--- src/rtl/mem_bus_arbiter_pkg.sv ---
// Shared CPU definitions: arbiter FSM states, memory access sizes and the port request record.
package cpu_defs;

    typedef enum logic [2:0] {
        IDLE,
        D_ADDR,
        D_DATA,
        I_ADDR,
        I_DATA
    } arb_state_t;

    typedef enum logic [1:0] {
        SZ_BYTE = 2'b00,
        SZ_HALF = 2'b01,
        SZ_WORD = 2'b10
    } mem_size_t;

    localparam int PORT_ADDR_W = 32;
    localparam int PORT_DATA_W = 32;

    typedef struct packed {
        logic                   req;
        logic                   wr;
        mem_size_t              size;
        logic [PORT_ADDR_W-1:0] addr;
        logic [PORT_DATA_W-1:0] wdata;
    } mem_port_req_t;

endpackage

--- src/rtl/mem_bus_arbiter_if.sv ---
// Fetch port, data port and shared downstream bus of the memory arbiter.
// master = arbiter side; slave = pipeline stages plus downstream memory.
interface mem_bus_arbiter_if #(
    parameter int ADDR_W = 32,
    parameter int DATA_W = 32
);
    logic              inst_req;
    logic [ADDR_W-1:0] inst_addr;
    logic [DATA_W-1:0] inst_rdata;
    logic              inst_busy;
    logic              inst_done;

    logic              data_req;
    logic              data_wr;
    logic [1:0]        data_size;
    logic [ADDR_W-1:0] data_addr;
    logic [DATA_W-1:0] data_wdata;
    logic [DATA_W-1:0] data_rdata;
    logic              data_busy;
    logic              data_done;

    logic              bus_req;
    logic              bus_wr;
    logic [1:0]        bus_size;
    logic [ADDR_W-1:0] bus_addr;
    logic [DATA_W-1:0] bus_wdata;
    logic              bus_addr_ok;
    logic              bus_data_ok;
    logic [DATA_W-1:0] bus_rdata;

    modport master (
        input  inst_req, inst_addr,
        output inst_rdata, inst_busy, inst_done,
        input  data_req, data_wr, data_size, data_addr, data_wdata,
        output data_rdata, data_busy, data_done,
        output bus_req, bus_wr, bus_size, bus_addr, bus_wdata,
        input  bus_addr_ok, bus_data_ok, bus_rdata
    );

    modport slave (
        output inst_req, inst_addr,
        input  inst_rdata, inst_busy, inst_done,
        output data_req, data_wr, data_size, data_addr, data_wdata,
        input  data_rdata, data_busy, data_done,
        input  bus_req, bus_wr, bus_size, bus_addr, bus_wdata,
        output bus_addr_ok, bus_data_ok, bus_rdata
    );

endinterface

--- src/rtl/mem_bus_arbiter.sv ---
// Fetch/data arbiter onto a single-outstanding SRAM-like bus.
// Optional MEM_ARB_RR_EN: round-robin arbitration instead of fixed data priority.
module mem_bus_arbiter
    import cpu_defs::*;
#(
    parameter int ADDR_W = 32,
    parameter int DATA_W = 32
) (
    input  logic            clk,
    input  logic            resetn,
    mem_bus_arbiter_if.master mif
);

    arb_state_t        state;
    logic              req_wr;
    mem_size_t         req_size;
    logic [ADDR_W-1:0] req_addr;
    logic [DATA_W-1:0] req_wdata;
    logic              grant_data;
    logic              data_ok_d;
    logic              data_ok_i;

`ifdef MEM_ARB_RR_EN
    // Set when the most recent grant went to the data port; resets to instruction.
    logic              last_grant_data;
    assign grant_data = mif.data_req & (~mif.inst_req | ~last_grant_data);
`else
    assign grant_data = mif.data_req;
`endif

    always_ff @(posedge clk or negedge resetn) begin
        if (!resetn) begin
            state     <= IDLE;
            req_wr    <= 1'b0;
            req_size  <= SZ_BYTE;
            req_addr  <= '0;
            req_wdata <= '0;
`ifdef MEM_ARB_RR_EN
            last_grant_data <= 1'b0;
`endif
        end else begin
            unique case (state)
                IDLE: begin
                    if (grant_data) begin
                        state     <= D_ADDR;
                        req_wr    <= mif.data_wr;
                        req_size  <= mem_size_t'(mif.data_size);
                        req_addr  <= mif.data_addr;
                        req_wdata <= mif.data_wdata;
`ifdef MEM_ARB_RR_EN
                        last_grant_data <= 1'b1;
`endif
                    end else if (mif.inst_req) begin
                        state     <= I_ADDR;
                        req_wr    <= 1'b0;
                        req_size  <= SZ_WORD;
                        req_addr  <= mif.inst_addr;
                        req_wdata <= '0;
`ifdef MEM_ARB_RR_EN
                        last_grant_data <= 1'b0;
`endif
                    end
                end
                D_ADDR: if (mif.bus_addr_ok) state <= D_DATA;
                I_ADDR: if (mif.bus_addr_ok) state <= I_DATA;
                // A dropped request still drains its bus transaction here.
                D_DATA: if (mif.bus_data_ok) state <= IDLE;
                I_DATA: if (mif.bus_data_ok) state <= IDLE;
                default: state <= IDLE;
            endcase
        end
    end

    assign mif.bus_req   = (state == D_ADDR) || (state == I_ADDR);
    assign mif.bus_wr    = req_wr;
    assign mif.bus_size  = req_size;
    assign mif.bus_addr  = req_addr;
    assign mif.bus_wdata = req_wdata;

    assign data_ok_d = (state == D_DATA) && mif.bus_data_ok;
    assign data_ok_i = (state == I_DATA) && mif.bus_data_ok;

    assign mif.data_done  = mif.data_req & data_ok_d;
    assign mif.data_busy  = mif.data_req & ~mif.data_done;
    assign mif.data_rdata = mif.data_done ? mif.bus_rdata : '0;

    assign mif.inst_done  = mif.inst_req & data_ok_i;
    assign mif.inst_busy  = mif.inst_req & ~mif.inst_done;
    assign mif.inst_rdata = mif.inst_done ? mif.bus_rdata : '0;

endmodule

--- src/flat_wrapper.sv ---
// flat-port wrapper written by rule: the top's interface ports become plain ports
module mem_bus_arbiter_flat import cpu_defs::*;
#(
    parameter int ADDR_W = 32,
    parameter int DATA_W = 32
)
  (clk, resetn, mif_inst_req, mif_inst_addr, mif_inst_rdata, mif_inst_busy, mif_inst_done, mif_data_req, mif_data_wr, mif_data_size, mif_data_addr, mif_data_wdata, mif_data_rdata, mif_data_busy, mif_data_done, mif_bus_req, mif_bus_wr, mif_bus_size, mif_bus_addr, mif_bus_wdata, mif_bus_addr_ok, mif_bus_data_ok, mif_bus_rdata);
  mem_bus_arbiter_if #(.ADDR_W(ADDR_W), .DATA_W(DATA_W)) mif_i ();
  input  logic clk;
  input  logic resetn;
  input wire logic [$bits(mif_i.inst_req)-1:0] mif_inst_req;
  input wire logic [$bits(mif_i.inst_addr)-1:0] mif_inst_addr;
  output wire logic [$bits(mif_i.inst_rdata)-1:0] mif_inst_rdata;
  output wire logic [$bits(mif_i.inst_busy)-1:0] mif_inst_busy;
  output wire logic [$bits(mif_i.inst_done)-1:0] mif_inst_done;
  input wire logic [$bits(mif_i.data_req)-1:0] mif_data_req;
  input wire logic [$bits(mif_i.data_wr)-1:0] mif_data_wr;
  input wire logic [$bits(mif_i.data_size)-1:0] mif_data_size;
  input wire logic [$bits(mif_i.data_addr)-1:0] mif_data_addr;
  input wire logic [$bits(mif_i.data_wdata)-1:0] mif_data_wdata;
  output wire logic [$bits(mif_i.data_rdata)-1:0] mif_data_rdata;
  output wire logic [$bits(mif_i.data_busy)-1:0] mif_data_busy;
  output wire logic [$bits(mif_i.data_done)-1:0] mif_data_done;
  output wire logic [$bits(mif_i.bus_req)-1:0] mif_bus_req;
  output wire logic [$bits(mif_i.bus_wr)-1:0] mif_bus_wr;
  output wire logic [$bits(mif_i.bus_size)-1:0] mif_bus_size;
  output wire logic [$bits(mif_i.bus_addr)-1:0] mif_bus_addr;
  output wire logic [$bits(mif_i.bus_wdata)-1:0] mif_bus_wdata;
  input wire logic [$bits(mif_i.bus_addr_ok)-1:0] mif_bus_addr_ok;
  input wire logic [$bits(mif_i.bus_data_ok)-1:0] mif_bus_data_ok;
  input wire logic [$bits(mif_i.bus_rdata)-1:0] mif_bus_rdata;
  assign mif_i.inst_req = mif_inst_req;
  assign mif_i.inst_addr = mif_inst_addr;
  assign mif_inst_rdata = mif_i.inst_rdata;
  assign mif_inst_busy = mif_i.inst_busy;
  assign mif_inst_done = mif_i.inst_done;
  assign mif_i.data_req = mif_data_req;
  assign mif_i.data_wr = mif_data_wr;
  assign mif_i.data_size = mif_data_size;
  assign mif_i.data_addr = mif_data_addr;
  assign mif_i.data_wdata = mif_data_wdata;
  assign mif_data_rdata = mif_i.data_rdata;
  assign mif_data_busy = mif_i.data_busy;
  assign mif_data_done = mif_i.data_done;
  assign mif_bus_req = mif_i.bus_req;
  assign mif_bus_wr = mif_i.bus_wr;
  assign mif_bus_size = mif_i.bus_size;
  assign mif_bus_addr = mif_i.bus_addr;
  assign mif_bus_wdata = mif_i.bus_wdata;
  assign mif_i.bus_addr_ok = mif_bus_addr_ok;
  assign mif_i.bus_data_ok = mif_bus_data_ok;
  assign mif_i.bus_rdata = mif_bus_rdata;
  mem_bus_arbiter #(.ADDR_W(ADDR_W), .DATA_W(DATA_W)) u_core (.clk(clk), .resetn(resetn), .mif(mif_i));
endmodule
--- config.mk ---
export PLATFORM = sky130hd
export DESIGN_NAME = mem_bus_arbiter_flat
export DESIGN_NICKNAME = d
export VERILOG_FILES = /design/src/rtl/mem_bus_arbiter_pkg.sv /design/src/rtl/mem_bus_arbiter_if.sv /design/src/rtl/mem_bus_arbiter.sv /design/src/flat_wrapper.sv
export SDC_FILE = /design/constraint.sdc
export NUM_CORES = 1
export LEC_CHECK = 0
export CORE_UTILIZATION = 30
export DETAILED_ROUTE_END_ITERATION = 7
export MAX_ROUTING_LAYER = met4
export PLACE_DENSITY = 0.77
export RECOVER_POWER = 50
export SETUP_SLACK_MARGIN = 0.05
export SKIP_CTS_REPAIR_TIMING = 1
export SLEW_MARGIN = 20
export SYNTH_ARGS = -nofsm -noshare
export SYNTH_HDL_FRONTEND = slang
export SYNTH_SLANG_ARGS = --single-unit
--- constraint.sdc ---
create_clock -name clk -period 1.7 [get_ports clk]
set_clock_uncertainty 0.2 [all_clocks]
set_input_delay 0.34 -clock clk [delete_from_list [all_inputs] [get_ports clk]]
set_output_delay 0.34 -clock clk [all_outputs]
set_load 0.02 [all_outputs]
==> results.sh <==
export IMPL_status="finished, violations left"
export IMPL_violations="setup timing"
export IMPL_io_buffer_count=272
export IMPL_relSlewSlack=0.573
export IMPL_yosysSeqAreaShare=0.504
export IMPL_ir_drop_mv=0.832
export IMPL_drive_gt1_frac=0.445
export IMPL_critPathRequiredTime_ns=1.16
export IMPL_wl_met1_um=4640
export IMPL_row_count=38
export IMPL_viasPerCell=4.58
export IMPL_syn_inst=275
export IMPL_slowest_delay_ns=0.44
export IMPL_synth_commonest_cells="70 x dfrtp_1, 65 x and2_1, 64 x mux2_2, 34 x a22o_1, 11 x buf_2"
export IMPL_dpl_cell_count=687
export IMPL_dieArea_um2=12000
export IMPL_p_leak_nw=3.91
export IMPL_wl_per_cell_um=17.1
export IMPL_die_h_um=110
export IMPL_fillers=831
export IMPL_hpwl_um=9120
export IMPL_maxClockFrequency_ghz=0.451
export IMPL_worstMarginPinSlew_ns=0.640
export IMPL_ant_nets=0
export IMPL_grt_overflow_total=0
export IMPL_grt_pass1_wl_um=16400
export IMPL_initialDrtViolationCount=134
export IMPL_drv_slew=0
export IMPL_wl_met3_um=1020
export IMPL_layoutNonFillerInstCount=713
export IMPL_final_area_um2=7230
export IMPL_cts_path_max_buffers=2
export IMPL_hold_viol_final=0
export IMPL_async_flop_share=1.00
export IMPL_crit_chain="nor3b_4 > and3_4 > buf_12 > and2_4 > buf_2"
export IMPL_maxCapViolCount=0
export IMPL_post_route_min_period_ns=2.22
export IMPL_synth_nets=412
export IMPL_num_vias=3266
export IMPL_clock_sinks=70
export IMPL_antenna_found_initial=0
export IMPL_nets=705
export IMPL_synth_most_common_cell="dfrtp_1"
export IMPL_path_clk_slew_ns=0.06
export IMPL_area_delta_synth_final_pct=108
export IMPL_synth_distinct_cells=25
export IMPL_firstDrtPassIters=4
export IMPL_ys_flop_type="dfrtp_1"
export IMPL_cts_tree="done"
export IMPL_hold_class="flop to flop"
export IMPL_routed_top_layer="met3"
export IMPL_critical_path_class="flop to primary output"
export IMPL_place_gp_congestion=0.773
export IMPL_cp_max_fo=10
export IMPL_synth_edf_count=0
export IMPL_grt_pass1_vias=3162
export IMPL_start_kind="flop"
export IMPL_synth_area_um2=3470
export IMPL_grt_max_degree=36
export IMPL_grt_total_usage=0.188
export IMPL_register_area_um2=1760
export IMPL_clock_latency_ns=0.31
export IMPL_diodes=0
export IMPL_end_kind="primary output"
export IMPL_place_area_um2=6600
export IMPL_worst_slack_ns=-0.516
export IMPL_yosys_area_top_type="dfrtp_1"
export IMPL_cts_root_buf="clkbuf_16"
export IMPL_finalCritPeriodShare=1.30
export IMPL_arrival_ns=1.68
export IMPL_wl_met2_um=6560
export IMPL_htreeDepth=3
export IMPL_crit_slowest_cell="dfrtp_2"
export IMPL_drt_total_wl_um=12200
export IMPL_syn_avg_cell_area_um2=12.6
export IMPL_ys_ff_latch=70
export IMPL_power_per_cell_area_nw_per_um2=1400
export IMPL_io_pins=273
export IMPL_numCtsBuffers=9
export IMPL_multi_input_area_um2=1730
export IMPL_die_w_um=110
export IMPL_yosys_top_cells_area="dfrtp_1 50%, mux2_2 21%, and2_1 12%, a22o_1 8.6%, buf_2 1.6%"
export IMPL_setup_violations=136
export IMPL_rsz0062_at_grt="true"
export IMPL_core_area_um2=11100
export IMPL_start_util=0.314
export IMPL_ys_warn_count=0
export IMPL_synth_top_area_frac=0.504
export IMPL_drc_errors=0
[per-stage QoR]
step / setup slack (ns) / total power (W) / hold slack, ns / utilization / TNS (ns)
floorplan: -0.0631 / 0.00557 / -0.156 / - / -3.07
finish: -0.516 / 0.0101 / 0.299 / 0.653 / -36.44
global placement: -0.962 / 0.00800 / 0.0673 / 0.596 / -80.24
CTS: -1.01 / 0.0100 / -0.277 / 0.623 / -83.10
global route: -0.596 / 0.0107 / 0.309 / 0.653 / -44.19
detailed placement: -0.993 / 0.00811 / 0.0723 / 0.596 / -81.59
[layout make-up]
type | count | area share
tap | 140 | 0.0242
timing repair buffer | 304 | 0.450
clock inverter | 7 | 0.0102
inverter | 4 | 0.00208
clock buffer | 9 | 0.0311
sequential | 70 | 0.243
multi-input combinational | 179 | 0.240
[where the power goes]
group | internal (W) | switching (W)
clock | 0.00114 | 0.000707
sequential | 0.00245 | 0.000417
combinational | 0.00297 | 0.00246
[final timing paths]
check | startpoint | slack, ns | depth (start not counted) | endpoint
worst min register to register | u_core.mif.bus_addr[1] | 0.30 | 1 | u_core.mif.bus_addr[1]
worst max register to register | u_core.state[1] | -0.19 | 6 | u_core.mif.bus_wdata[4]
min in group asynchronous | resetn | 0.38 | 2 | u_core.mif.bus_addr[23]
worst min-delay path | u_core.mif.bus_addr[1] | 0.30 | 1 | u_core.mif.bus_addr[1]
worst max-delay path | u_core.state[1] | -0.52 | 5 | mif_inst_rdata[12]
max in group asynchronous | resetn | 0.18 | 3 | u_core.state[1]
[per-layer routing]
metal  track usage  up-vias
met4        0.0429        0
li1              -     1566
met5             -        -
met2         0.343      146
met1         0.204     1554
met3        0.0480        0
[cell usage in the layout, fill, tap and decap left out, types with 2 or more instances in the layout]
cell             netlist  final
a22o_1                34     34
and2_1                65      4
and2_2                 0     22
and2_4                 0     39
buf_12                 0      6
buf_2                 11      4
buf_4                  4     41
buf_6                  4     43
clkbuf_16              0     13
clkbuf_2               0      2
clkdlybuf4s50_1        0    133
clkinv_2               0      2
clkinv_4               0      2
dfrtp_1               70     67
dfrtp_2                0      3
dlymetal6s2s_1         0     68
inv_1                  4      3
mux2_2                64     64
[worst max-delay path, delay by kind of cell, from the launching register on]
family | cells | cell delay, ns
buf+inv | 2 | 0.31
flops | 1 | 0.44
simple gates | 3 | 0.62
[logic make-up (layout without fill, tap and decap cells)]
logic type,Yosys count,in the layout,share of synthesized area
muxes,64,64,0.207
and+or+nand+nor,72,72,0.137
AOI/OAI and AO/OA,42,42,0.104
DFF,70,70,0.504
buffers and inverters,26,324,0.0450
xor gates and xnor gates,1,1,0.00252
[state kept, by name, indices dropped and copies added, names as in the netlist]
register and count:
u_core.state 3, u_core.mif.bus_addr 32, u_core.mif.bus_wr 1, u_core.mif.bus_wdata 32, u_core.mif.bus_size 2
No activity file was read; power rests on OpenSTA's default activity.
